### src/rtl/spectrum_bin_sequencer.sv
// rtl/spectrum_bin_sequencer.sv - per-frame FFT bin scheduler feeding the spectrum optimizer
// Optional falling-peak display hold: define SPC_PEAK_HOLD_EN.
module spectrum_bin_sequencer #(
    parameter int NUM_BINS = 64,
    parameter int ADDR_W   = 6,
    parameter int TIMEOUT  = 255
) (
    input  logic              Clock,
    input  logic              Reset,
    input  logic              FrameReady,
    input  logic              ClearStatus,
    output logic [ADDR_W:0]   FftAddr,
    input  logic [17:0]       FftRe,
    input  logic [17:0]       FftIm,
    output logic              OptStart,
    output logic [17:0]       OptRe,
    output logic [17:0]       OptIm,
    input  logic [6:0]        OptSpectol,
    input  logic              OptEnd,
    output logic              SpcWe,
    output logic [ADDR_W:0]   SpcAddr,
    output logic [6:0]        SpcData,
    output logic              Busy,
    output logic              FrameDone,
    output logic              Overrun,
    output logic              Timeout
);
    localparam int AW   = ADDR_W + 1;
    localparam int WD_W = $clog2(TIMEOUT + 1);
    localparam logic [AW-1:0]   LAST_ADDR = AW'(2 * NUM_BINS - 1);
    localparam logic [WD_W-1:0] WD_LAST   = WD_W'(TIMEOUT - 1);

    typedef enum logic [2:0] {S_IDLE, S_READ, S_LATCH, S_LAUNCH, S_WAIT, S_WRITE, S_DONE} state_t;

    state_t            state_q, state_d;
    logic [AW-1:0]     fft_addr_q, fft_addr_d;
    logic [17:0]       opt_re_q, opt_re_d, opt_im_q, opt_im_d;
    logic              opt_start_q, opt_start_d;
    logic [WD_W-1:0]   wd_q, wd_d;
    logic              spc_we_q, spc_we_d;
    logic [AW-1:0]     spc_addr_q, spc_addr_d;
    logic [6:0]        spc_data_q, spc_data_d;
    logic              busy_q, busy_d, frame_done_q, frame_done_d;
    logic              overrun_q, overrun_d, timeout_q, timeout_d;
    logic              capture;
    logic [6:0]        raw_val, spc_val;

    // An abandoned bin is written as silence.
    assign raw_val = OptEnd ? OptSpectol : 7'd0;

`ifdef SPC_PEAK_HOLD_EN
    logic [6:0] peak_q [2*NUM_BINS];
    logic [6:0] held_dec;

    assign held_dec = (peak_q[fft_addr_q] == 7'd0) ? 7'd0 : peak_q[fft_addr_q] - 7'd1;
    assign spc_val  = (raw_val > held_dec) ? raw_val : held_dec;

    always_ff @(posedge Clock or posedge Reset) begin
        if (Reset) begin
            for (int i = 0; i < 2 * NUM_BINS; i++) peak_q[i] <= 7'd0;
        end else if (capture) begin
            peak_q[fft_addr_q] <= spc_val;
        end
    end
`else
    assign spc_val = raw_val;
`endif

    always_ff @(posedge Clock or posedge Reset) begin
        if (Reset) begin
            state_q      <= S_IDLE;
            fft_addr_q   <= '0;
            opt_re_q     <= '0;
            opt_im_q     <= '0;
            opt_start_q  <= 1'b0;
            wd_q         <= '0;
            spc_we_q     <= 1'b0;
            spc_addr_q   <= '0;
            spc_data_q   <= '0;
            busy_q       <= 1'b0;
            frame_done_q <= 1'b0;
            overrun_q    <= 1'b0;
            timeout_q    <= 1'b0;
        end else begin
            state_q      <= state_d;
            fft_addr_q   <= fft_addr_d;
            opt_re_q     <= opt_re_d;
            opt_im_q     <= opt_im_d;
            opt_start_q  <= opt_start_d;
            wd_q         <= wd_d;
            spc_we_q     <= spc_we_d;
            spc_addr_q   <= spc_addr_d;
            spc_data_q   <= spc_data_d;
            busy_q       <= busy_d;
            frame_done_q <= frame_done_d;
            overrun_q    <= overrun_d;
            timeout_q    <= timeout_d;
        end
    end

    always_comb begin
        state_d      = state_q;
        fft_addr_d   = fft_addr_q;
        opt_re_d     = opt_re_q;
        opt_im_d     = opt_im_q;
        opt_start_d  = 1'b0;
        wd_d         = wd_q;
        spc_we_d     = 1'b0;
        spc_addr_d   = spc_addr_q;
        spc_data_d   = spc_data_q;
        frame_done_d = 1'b0;
        capture      = 1'b0;
        // Busy stays up through the FrameDone cycle so a frame never restarts on top of its own completion.
        busy_d       = busy_q & ~frame_done_q;
        overrun_d    = overrun_q & ~ClearStatus;
        timeout_d    = timeout_q & ~ClearStatus;
        if (FrameReady && busy_q) overrun_d = 1'b1;

        case (state_q)
            S_IDLE: begin
                if (FrameReady && !busy_q) begin
                    busy_d     = 1'b1;
                    fft_addr_d = '0;
                    state_d    = S_READ;
                end
            end
            S_READ:  state_d = S_LATCH;
            S_LATCH: begin
                opt_re_d = FftRe;
                opt_im_d = FftIm;
                state_d  = S_LAUNCH;
            end
            S_LAUNCH: begin
                opt_start_d = 1'b1;
                wd_d        = '0;
                state_d     = S_WAIT;
            end
            S_WAIT: begin
                if (OptEnd || wd_q == WD_LAST) begin
                    capture    = 1'b1;
                    timeout_d  = timeout_d | ~OptEnd;
                    spc_we_d   = 1'b1;
                    spc_addr_d = fft_addr_q;
                    spc_data_d = spc_val;
                    state_d    = S_WRITE;
                end else begin
                    wd_d = wd_q + 1'b1;
                end
            end
            S_WRITE: begin
                if (fft_addr_q == LAST_ADDR) begin
                    state_d = S_DONE;
                end else begin
                    fft_addr_d = fft_addr_q + 1'b1;
                    state_d    = S_READ;
                end
            end
            S_DONE: begin
                frame_done_d = 1'b1;
                state_d      = S_IDLE;
            end
            default: state_d = S_IDLE;
        endcase
    end

    assign FftAddr   = fft_addr_q;
    assign OptStart  = opt_start_q;
    assign OptRe     = opt_re_q;
    assign OptIm     = opt_im_q;
    assign SpcWe     = spc_we_q;
    assign SpcAddr   = spc_addr_q;
    assign SpcData   = spc_data_q;
    assign Busy      = busy_q;
    assign FrameDone = frame_done_q;
    assign Overrun   = overrun_q;
    assign Timeout   = timeout_q;
endmodule

### config.mk
export PLATFORM = sky130hd
export DESIGN_NAME = spectrum_bin_sequencer
export DESIGN_NICKNAME = d
export VERILOG_FILES = /design/src/rtl/spectrum_bin_sequencer.sv
export SDC_FILE = /design/constraint.sdc
export NUM_CORES = 1
export LEC_CHECK = 0
export CAP_MARGIN = 20
export CORE_MARGIN = 4
export CORE_UTILIZATION = 48
export CTS_CLUSTER_SIZE = 10
export DETAILED_ROUTE_END_ITERATION = 12
export GPL_TIMING_DRIVEN = 0
export HOLD_SLACK_MARGIN = 0.08
export PLACE_DENSITY = 0.85
export SLEW_MARGIN = 10
export SYNTH_ARGS = -nofsm -noshare
export SYNTH_HDL_FRONTEND = slang
export SYNTH_SLANG_ARGS = --single-unit
### constraint.sdc
create_clock -name Clock -period 5.8 [get_ports Clock]
set_clock_uncertainty 0.2 [all_clocks]
set_input_delay 1.16 -clock Clock [delete_from_list [all_inputs] [get_ports Clock]]
set_output_delay 1.16 -clock Clock [all_outputs]
set_load 0.1 [all_outputs]
-- Word-level counts from Yosys, hierarchy flattened
Index checks and enable logic that the tools add are counted.
- register bits after elaboration: 74
- latch bits: 0
- RAM bits: 0
- ROM bits: 0
- input port bits: 48
- output and inout bits: 63
- memories kept: 0
- add/sub/neg operators: 2
- multiply operators: 0
- div/mod/pow operators: 0
- order comparisons: 0
- equal/unequal tests: 12
- shift operators: 0
- muxes and demuxes: 19
- bitwise logic cells: 7
- reduce and logical (&&, ||, !) cells: 11
- operators with widths (kind ; number):
    7-bit two-way mux ; 3
    3-bit one-hot mux with 6 select lines ; 1
    8-bit one-hot mux with 2 select lines ; 1
    7-bit one-hot mux with 2 select lines ; 1
    3-bit equality test, second input constant ; 3
    1-bit two-way mux ; 9
    3-bit two-way mux ; 3
    8-bit by 1-bit adder with 8-bit output, second input constant ; 1
    8-bit equality test, second input constant ; 1
    8-bit two-way mux ; 1
    2-bit inequality test, second input constant ; 4
    7-bit by 1-bit adder with 7-bit output, second input constant ; 1
    7-bit equality test, second input constant ; 1
    3-bit by 2-bit equality test with 1-bit output, second input constant ; 2
    2-bit AND reduction ; 3
    2-bit nonzero test ; 2
    1-bit bitwise AND ; 3
    3-bit by 1-bit equality test with 1-bit output, second input constant ; 1
    3-bit logical NOT ; 1
    1-bit inverter ; 3
    3-bit AND reduction ; 1
    1-bit logical AND ; 2
    1-bit logical NOT ; 1
    1-bit logical OR ; 1
    1-bit OR ; 1

-- Depth between registers and ports, before layout
- depth after elaboration: 5
- mapped depth: 6
- gate-level depth less buffers: 6

-- Worst setup path after synthesis
OpenSTA, ideal clock, no wires.
- path type: input port to flip-flop
- from: input port FrameReady
- to: register fft_addr_q[5] (netlist: FftAddr[5])
- arrival: 2405 ps
- path slack: 3118 ps
- stages: 4
- cell sequence: or4b_1 a2111o_1 or3_1 a21oi_1
- word-level cells in the longest chain between the ends: 3
- RTL lines (element ; RTL line ; source):
    from (decl) ; 10 ; input logic FrameReady,
    1-bit logical AND ; 121 ; if (FrameReady && !busy_q) begin
    2-bit inequality test (no source line) ; n/a ;
    3-bit AND reduction (no source line) ; n/a ;
    to (signal assigned) ; 86 ; fft_addr_q <= fft_addr_d;
    to (decl) ; 36 ; logic [AW-1:0] fft_addr_q, fft_addr_d;
Every way passes these cells.
A chain may end at the register's enable or synchronous reset.

-- Final worst setup path
- from: register fft_addr_q[2] (netlist: FftAddr[2])
- to: output port FftAddr[2]
- RTL lines (element ; RTL line ; source):
    to (decl) ; 12 ; output logic [ADDR_W:0] FftAddr,
No word-level cell between the ends.

==> impl_metrics.tcl <==
set metrics [dict create \
    cts_tree "built" \
    critical_path.top_delay_family "buffers and inverters" \
    cts_hold_buf 0 \
    pwr-share-clk 0.431 \
    cellLeakagePower_nw 2.11 \
    antenna_found_initial 0 \
    final_area_um2 4500 \
    crit_slowest_cell "clkdlybuf4s50_1" \
    die-area_um2 7700 \
    detail-route-antenna-nets 0 \
    synth_area_um2 3050 \
    final_hold_viol_count 0 \
    worst_slew_margin_rel 0.321 \
    cp-end-kind "output pin" \
    final_nets 408 \
    cap_viol_max_count 0 \
    ys_seq_area_frac 0.607 \
    postSynthCellCount 235 \
    synth.area.top_cells "dfrtp_1 (61%), mux2_2 (16%), a22o_1 (2.3%)" \
    seq_area_um2 1850 \
    crit_buf_inv 1 \
    p_sw_frac 0.210 \
    crit_chain "clkdlybuf4s50_1" \
    setup_viol 0 \
    fillCellCount 389 \
    critical_path_class "reg -> out" \
    die_h_um 87.7 \
    status "complete, no violations" \
    path_max_fanout 7 \
    rsz0062_at_grt "no" \
    core_um2 6060 \
    synth_top_area_cell "dfrtp_1" \
    drt-total-wl_um 7830 \
    post_cts_buffers 0 \
    avgSynthCellArea_um2 13.0 \
    hpwlAfterDp_um 5960 \
    num_rows 28 \
    port_buffers 110 \
    cts-buffers-inserted 9 \
    synth_enable_flop_cells 0 \
    fmax_mhz 298 \
    die_w_um 87.7 \
    ios 111 \
    postLayoutSetupSlackWorst_ns 2.44 \
    ys_top_cells_by_count "dfrtp_1 (74), mux2_2 (43), nand2_1 (13)" \
    arrival_ns 2.00 \
    placed_cell_area_um2 4280 \
    grt_pass1_wl_um 12400 \
    cts-root-buf "clkbuf_8" \
    n_antenna_cell 0 \
    synth_ff_type "dfrtp_1" \
    grt_usage 0.214 \
    ys_async_sr_fraction 1.00 \
    clk_pin_slew_ns 0.08 \
    htree_levels 3 \
    drt-initial-drc-count 84 \
    yosys_warnings 0 \
    place.gp.congestion 0.832 \
    critPathRequiredTime_ns 4.44 \
    area_growth_pct 47.3 \
    remaining_drc_errors 0 \
    p_switching_uw 213 \
    comb_power_share 0.058 \
    netlist.area_leader.share 0.607 \
    clockBufferDepth 2 \
    wire_per_inst_um 17.9 \
    ctsResizeCount 0 \
    clock-sinks 74 \
    initial_core_util 0.504 \
    yosysUniqueCellTypes 37 \
    worstMarginPinSlew_ns 1.02 \
    internal_power_uw 802 \
    hold_path.class "reg -> reg" \
    start_kind "flip-flop" \
    seq_power_share 0.510 \
    synth_most_common_cell "dfrtp_1" \
    finalSetupTns_ns 0 \
    multi_input_area_um2 1120 \
    irDropWorstVdd_mv 0.142 \
    fin_crit_ns 3.36 \
    pre_cts_ws_ns 2.50 \
    post-route-period-util 0.579 \
    syn_nets 286 \
    vias_per_cell 5.40 \
    vias 2358 \
    slew_viol_final 0 \
    grt_pass1_vias 2385 \
    grt_max_degree 61 \
    overflow 0 \
    ys_seq_elements 74 \
    drive_gt1_frac 0.188 \
    powerDensity_nw_per_um2 226 \
    insertion_delay_ns 0.34 \
    cp_slowest_stage_delay_ns 1.18 \
    firstDrtPassIters 4 \
]
through the flow:
step	total power, mW	cells	utilization	hold slack, ns
3_3_place_gp	0.584	420	0.701	0.232
4_1_cts	1.02	437	0.742	0.253
5_1_grt	1.05	437	0.742	0.286
3_5_place_dp	0.588	421	0.706	0.254
6_report	1.01	437	0.742	0.247
2_1_floorplan	0.547	235	-	0.294
worst paths after layout:
path                                             start                   end  slack (ns)  depth (start not counted)
worst max-delay path            FftAddr[2]$_DFFE_PP0P_            FftAddr[2]        2.44                          1
worst min-delay path               FrameDone$_DFF_PP0_        Busy$_DFF_PP0_        0.25                          1
worst max register to register  state_q[1]$_DFFE_PP0P_  OptIm[9]$_DFFE_PP0P_        3.54                          5
worst min register to register     FrameDone$_DFF_PP0_        Busy$_DFF_PP0_        0.25                          1
max in group asynchronous                        Reset  OptIm[9]$_DFFE_PP0P_        3.95                          3
min in group asynchronous                        Reset  OptRe[4]$_DFFE_PP0P_        0.90                          2
layout by cell type (no fill, tap or decap), drive strengths merged, types with 2 or more instances in the layout:
cell	synthesis	layout
clkdlybuf4s50	0	110
dfrtp	74	74
mux2	43	43
nand2	13	13
clkbuf	2	13
nand3	10	10
o21ai	10	10
inv	10	10
a22o	8	8
nor2	8	8
buf	6	7
a21oi	6	6
nor3	5	5
o211ai	4	4
nand2b	3	3
and3	3	3
nand4	3	3
mux2i	3	3
or3	3	3
ha	3	3
o31ai	2	2
bufinv	0	2
clkinv	0	2
flip-flops by register name, summed over array words and instances, names as in the netlist:
register and flops:
FrameDone 1, wd_q 8, Overrun 1, SpcAddr 7
Timeout 1, FftAddr 7, state_q 3, SpcData 7
SpcWe 1, OptIm 18, Busy 1, OptRe 18
OptStart 1
routing by layer:
layer | part of all wire | vias up | wire (um) | GRT usage
met5 | 0 | - | 0 | 0
met4 | 0.013 | 0 | 102 | 0.0697
met3 | 0.080 | 13 | 627 | 0.0621
met2 | 0.50 | 101 | 3910 | 0.362
met1 | 0.41 | 1148 | 3190 | 0.264
li1 | - | 1096 | - | -
cells by family (layout without fill, tap and decap cells):
family,after synthesis,in the layout,synth area share
muxes,46,46,0.169
DFF,74,74,0.607
xor gates and xnor gates,2,2,0.00574
buffers and inverters,18,145,0.0246
and+or+nand+nor,55,55,0.0964
adders and majority gates,3,3,0.0123
AOI/OAI and AO/OA,37,37,0.0857
power groups by stage:
stage,clock (mW),sequential [mW],combinational (mW)
finish,0.438,0.518,0.0590
global route,0.468,0.518,0.0632
CTS,0.445,0.518,0.0600
detailed placement,0,0.528,0.0595
global placement,0,0.528,0.0558
floorplan,0,0.537,0.0101
final cells by class:
class,count,area share
Clock inverter,5,0.0173
Buffer,8,0.00835
Sequential cell,74,0.412
Timing Repair Buffer,111,0.251
Multi-Input combinational cell,143,0.250
Clock buffer,11,0.0315
Tap cell,75,0.0209
Inverter,10,0.00891
Note: power is estimated with default switching activity, not from simulation.
